--- config.mk ---
export PLATFORM = sky130hd
export DESIGN_NAME = tcam_ternary_array
export DESIGN_NICKNAME = d
export VERILOG_FILES = /design/src/rtl/tcam_pkg.sv /design/src/rtl/tcam_ternary_cell.sv /design/src/rtl/tcam_ternary_array.sv
export SDC_FILE = /design/constraint.sdc
export NUM_CORES = 2
export LEC_CHECK = 0
export CAP_MARGIN = 20
export CORE_MARGIN = 4
export CORE_UTILIZATION = 46
export CTS_CLUSTER_DIAMETER = 40
export DETAILED_ROUTE_END_ITERATION = 6
export GPL_ROUTABILITY_DRIVEN = 0
export PLACE_DENSITY_LB_ADDON = 0.25
export RECOVER_POWER = 100
export SYNTH_ARGS = -nofsm -noshare
export SYNTH_HDL_FRONTEND = slang
export SYNTH_HIERARCHICAL = 1
export SYNTH_SLANG_ARGS = --single-unit
--- constraint.sdc ---
create_clock -name clk -period 5.45 [get_ports clk]
set_clock_uncertainty 0.05 [all_clocks]
set_input_delay 0.8175 -clock clk [delete_from_list [all_inputs] [get_ports clk]]
set_output_delay 0.8175 -clock clk [all_outputs]
set_load 0.01 [all_outputs]
--- src/rtl/tcam_pkg.sv ---
// Shared TCAM definitions: default geometry, rule entry layout and the lowest-index priority encoder.
package tcam_pkg;

  localparam int TCAM_NUM_RULES   = 64;
  localparam int TCAM_KEY_LEN     = 32;
  localparam int TCAM_MAX_KEY_LEN = 128;
  localparam int TCAM_MAX_RULES   = 1024;
  localparam int TCAM_MAX_IDX_W   = $clog2(TCAM_MAX_RULES);

  // Fields are sized for the widest supported key; narrower arrays zero-extend, which never alters a match.
  typedef struct packed {
    logic                        valid;
    logic [TCAM_MAX_KEY_LEN-1:0] value;
    logic [TCAM_MAX_KEY_LEN-1:0] mask;
  } tcam_entry_t;

  function automatic logic [TCAM_MAX_IDX_W-1:0] lowest_set_idx(input logic [TCAM_MAX_RULES-1:0] vec);
    logic [TCAM_MAX_IDX_W-1:0] idx;
    idx = '0;
    for (int i = TCAM_MAX_RULES - 1; i >= 0; i--) begin
      if (vec[i]) idx = TCAM_MAX_IDX_W'(i);
    end
    return idx;
  endfunction

endpackage

--- src/rtl/tcam_ternary_cell.sv ---
// One TCAM rule entry: value/mask/valid storage plus a registered ternary match bit.
module tcam_ternary_cell
  import tcam_pkg::*;
#(
  parameter int KEY_LEN = TCAM_KEY_LEN
) (
  input  logic               clk,
  input  logic               rst,
  input  logic               wr_en_i,
  input  logic [KEY_LEN-1:0] wr_value_i,
  input  logic [KEY_LEN-1:0] wr_mask_i,
  input  logic               wr_valid_i,
  input  logic [KEY_LEN-1:0] search_key_i,
  output logic               match_o
);

  tcam_entry_t                 entry_q, entry_d;
  logic                        match_q, match_d;
  logic [TCAM_MAX_KEY_LEN-1:0] key_ext;

  assign key_ext = TCAM_MAX_KEY_LEN'(search_key_i);

  // The match is taken from the current contents, so a same-cycle write only affects later searches.
  always_comb begin
    entry_d = entry_q;
    if (wr_en_i) begin
      entry_d.valid = wr_valid_i;
      entry_d.value = TCAM_MAX_KEY_LEN'(wr_value_i);
      entry_d.mask  = TCAM_MAX_KEY_LEN'(wr_mask_i);
    end
    match_d = entry_q.valid && (((key_ext ^ entry_q.value) & ~entry_q.mask) == '0);
  end

  always_ff @(posedge clk) begin
    if (rst) begin
      entry_q.valid <= 1'b0;
      match_q       <= 1'b0;
    end else begin
      entry_q <= entry_d;
      match_q <= match_d;
    end
  end

  assign match_o = match_q;

endmodule

--- src/rtl/tcam_ternary_array.sv ---
// Ternary match array with registered lowest-index priority encode (2-cycle search latency).
// Optional TCAM_MULTI_HIT_EN adds result_multi (more than one rule matched); otherwise it is tied low.
module tcam_ternary_array
  import tcam_pkg::*;
#(
  parameter  int NUM_RULES = TCAM_NUM_RULES,
  parameter  int KEY_LEN   = TCAM_KEY_LEN,
  localparam int IDX_W     = $clog2(NUM_RULES)
) (
  input  logic               clk,
  input  logic               rst,
  input  logic               wr_en,
  input  logic [IDX_W-1:0]   wr_addr,
  input  logic [KEY_LEN-1:0] wr_value,
  input  logic [KEY_LEN-1:0] wr_mask,
  input  logic               wr_valid,
  input  logic               search_valid,
  input  logic [KEY_LEN-1:0] search_key,
  output logic               result_valid,
  output logic               result_hit,
  output logic [IDX_W-1:0]   result_idx,
  output logic               result_multi
);

  logic [NUM_RULES-1:0] mv;
  logic                 s1_valid_q;
  logic                 result_valid_q, result_valid_d;
  logic                 result_hit_q, result_hit_d;
  logic [IDX_W-1:0]     result_idx_q, result_idx_d;

  for (genvar i = 0; i < NUM_RULES; i++) begin : g_cell
    tcam_ternary_cell #(
      .KEY_LEN(KEY_LEN)
    ) u_cell (
      .clk         (clk),
      .rst         (rst),
      .wr_en_i     (wr_en && (wr_addr == IDX_W'(i))),
      .wr_value_i  (wr_value),
      .wr_mask_i   (wr_mask),
      .wr_valid_i  (wr_valid),
      .search_key_i(search_key),
      .match_o     (mv[i])
    );
  end

  // Result fields only move when a search lands, so they hold between results.
  always_comb begin
    result_valid_d = s1_valid_q;
    result_hit_d   = result_hit_q;
    result_idx_d   = result_idx_q;
    if (s1_valid_q) begin
      result_hit_d = |mv;
      result_idx_d = IDX_W'(lowest_set_idx(TCAM_MAX_RULES'(mv)));
    end
  end

  always_ff @(posedge clk) begin
    if (rst) begin
      s1_valid_q     <= 1'b0;
      result_valid_q <= 1'b0;
      result_hit_q   <= 1'b0;
      result_idx_q   <= '0;
    end else begin
      s1_valid_q     <= search_valid;
      result_valid_q <= result_valid_d;
      result_hit_q   <= result_hit_d;
      result_idx_q   <= result_idx_d;
    end
  end

`ifdef TCAM_MULTI_HIT_EN
  logic result_multi_q, result_multi_d;

  // Clearing the lowest set bit leaves something behind exactly when two or more rules matched.
  always_comb begin
    result_multi_d = result_multi_q;
    if (s1_valid_q) result_multi_d = |(mv & (mv - NUM_RULES'(1)));
  end

  always_ff @(posedge clk) begin
    if (rst) result_multi_q <= 1'b0;
    else     result_multi_q <= result_multi_d;
  end

  assign result_multi = result_multi_q;
`else
  assign result_multi = 1'b0;
`endif

  assign result_valid = result_valid_q;
  assign result_hit   = result_hit_q;
  assign result_idx   = result_idx_q;

endmodule
==> flow_summary.toml <==
[setup_path]
r2r-end = "result_idx[5]"
cp-end-kind = "flip-flop"
crit_slowest_cell = "clkbuf_1"
worst_ep_arrival_time_ps = 5120
crit_path_max_fanout = 44
r2r_start = "g_cell[40].u_cell/match_o"
crit_path_max_incr_delay_ps = 2850
startpoint_type = "input port"
required_ps = 5930
critical_path_class = "in2reg"
path_cells = "clkbuf_1 > clkbuf_1"
crit_buf_inv = 2
rr_worst_depth = 4
regToRegSetupSlack_ps = 2010
critical_path.top_delay_family = "buffers and inverters"
cpMostUsedCell = "clkbuf_1"

[global_route]
gr-usage-met1_pct = 36.14
grt_max_degree = 65
antenna_found_initial = 59
met3_usage_pct = 3.760
grt_overflow = 0
top_usage_layer = "met2"
grt_pass1_vias = 80960
grtUsageTotal_pct = 25.19
grt_pass1_wl_microns = 618600
grtUsageMet2_pct = 40.32

[run_status]
status = "finished with violations"
violations = "capacitance limit, slew limit"

[synthesis]
yosysTopAreaCell = "edfxtp_1"
yosysWarnings = 6
synthFlopType = "edfxtp_1"
post-synth-top-count-cell = "edfxtp_1"
ys_seq_area_share_pct = 80.32
synth_edf_count = 4096
synth.top_cells.by_count = "edfxtp_1, xnor2_1, o22ai_1, nor2_1, dfxtp_1"
synth-seq-cells = 4233
synth_top_cell_area_share_pct = 78.56
syn_nets = 8567
syn_area_per_cell_sq_um = 18.51
synth_area_leaders = "edfxtp_1, xnor2_1, o22ai_1"
synth.distinct_cells = 54
synth_cells = 8460
async_reset_ff_share_pct = 0
synth_area_sq_um = 156600

[power_and_ir_drop]
swShare_pct = 21.39
p_seq_share_pct = 48.5
p_int_mw = 58.18
pwr-share-comb_pct = 4.2
switchingPower_mw = 15.83
peakVddDrop_mv = 0.3419
clockPowerShare_pct = 47.3
p_leak_nw = 55.50
power_density_nw_per_um2 = 405.6

[die]
die_height_microns = 591.4
core_area_sq_um = 337700
die_area_sq_um = 349700
die_width_microns = 591.4
floorplan.rows = 213
initial_utilization_pct = 46.37
io_pins = 116

[clock_network]
cts_buffers = 528
cts_max_level = 6
cts_setup_buffers = 0
cts_max_path_buffers = 4
cts-resized-gates = 0
cts.sinks = 4233
clk_pin_slew_ps = 50
worstSkewPairLatency_ps = 1000
tritoncts = "built"
root_buffer = "clkbuf_16"
hold_buffers = 0

[worst_hold_path]
worstHoldStart = "rst"
worstHoldEndpoint = "result_valid"
hold_depth = 2
min_path_type = "in2reg"

[drt]
initialDrtViolationCount = 11680
via_per_inst = 5.831
wl_per_cell_microns = 31.42
drtAntennaViolNets = 0
vias = 83300
wl_microns = 448800
drc = 0
first_pass_iters = 6

[finish]
stdcell_count = 14290
syn_to_final_growth_pct = 16.54
multi_input_area_sq_um = 30500
fin_nets = 9444
fillers = 26210
drive_gt1_share_pct = 11.19
seqCellArea_sq_um = 125700
post-route-util_pct = 54.03

[timing]
period_share_pct = 85.11
maxSlewViolCount = 6240
setup_viol = 0
final.setup.worst_slack_ps = 811.5
max_freq_ghz = 0.2156
rsz0062_at_grt = "false"
hold_viol = 0
worstMarginPinSlew_ps = 4923
slew_headroom_pct = -228.2
tns_ps = 0
post-route-min-period_ps = 4639

[placed_design]
hpwl_microns = 238700
io_buffer_count = 114
numPlacedInstances = 13320
place_ws_ps = 1155

[job]
max_cap_viol_count = 153
-- flip-flops by register name, indices dropped and copies added (netlist names) --
| name | count |
|---|---|
| result_valid_d | 1 |
| g_cell.u_cell/match_o | 64 |
| result_idx | 6 |
| result_valid | 1 |
| result_hit | 1 |
| g_cell.u_cell/entry_q | 4160 |
-- through the flow --
stage | hold WS, ps | instance area (sq um) | total power, mW
after global placement | 409.4 | 165800 | 39.61
after CTS | 105.5 | 183600 | 74.42
final | 158.6 | 182500 | 74.00
after global routing | 157.5 | 182400 | 76.04
after detailed placement | 419.2 | 165800 | 39.66
after floorplan | 401.8 | 156600 | 37.58
-- cell usage in the layout, fill, tap and decap left out, drive strengths merged, types with 8 or more instances in the layout --
| master | instances |
|---|---|
| nor4 | 22 |
| edfxtp | 4096 |
| o22ai | 896 |
| o21ai | 8 |
| o2111ai | 128 |
| dlygate4sd3 | 12 |
| nor2 | 599 |
| nand2 | 20 |
| nand3 | 11 |
| mux2i | 64 |
| clkinvlp | 45 |
| clkinv | 179 |
| diode | 8 |
| a21oi | 14 |
| nor2b | 74 |
| xnor2 | 2048 |
| clkbuf | 809 |
| o22a | 64 |
| nand4 | 68 |
| nor3 | 76 |
| buf | 146 |
| inv | 127 |
| dfxtp | 137 |
| bufinv | 63 |
-- power groups by stage --
stage | Clock, mW | Combinational [mW] | Sequential [mW]
finish | 35.0 | 3.11 | 35.9
global route | 36.9 | 3.23 | 35.9
CTS | 35.4 | 3.15 | 35.8
detailed placement | 0 | 3.14 | 36.5
global placement | 0 | 3.10 | 36.5
floorplan | 0 | 1.06 | 36.5
-- layer usage --
layer | vias to the layer above | share of wire, %
li1 | 34610 | -
met5 | - | 0.011
met4 | 2 | 3.2
met3 | 696 | 9.5
met2 | 4471 | 47
met1 | 43520 | 40
-- how the worst max path moves through the flow --
stage	cells after the start	startpoint	to	slack, ps
detailed placement	5	wr_addr[5]	g_cell[31].u_cell/entry_q[18]	1160
finish	2	wr_value[7]	g_cell[29].u_cell/entry_q[135]	810
floorplan	5	wr_addr[4]	g_cell[10].u_cell/entry_q[0]	330
global placement	5	wr_addr[5]	g_cell[31].u_cell/entry_q[151]	1230
global route	2	wr_value[7]	g_cell[29].u_cell/entry_q[135]	910
CTS	5	wr_addr[5]	g_cell[31].u_cell/entry_q[151]	2240
-- cell type report --
type                            count  area share [%]
Inverter                           76          0.1564
Antenna cell                        8         0.01097
Multi-Input combinational cell   4144           16.72
Sequential cell                  4233           68.92
Clock inverter                    338           2.052
Tap cell                         4515           3.096
Timing Repair Buffer              354           1.384
Clock buffer                      617           7.667
-- logic make-up after synthesis --
group	share of synthesized area, %
multiplexers	0.4092
XOR/XNOR	11.46
flip-flops	80.32
buffers and inverters	0.2014
other	0.002395
AO/OA/AOI/OAI	4.888
AND/OR/NAND/NOR	2.727
Power figures use the tool's default switching activity.
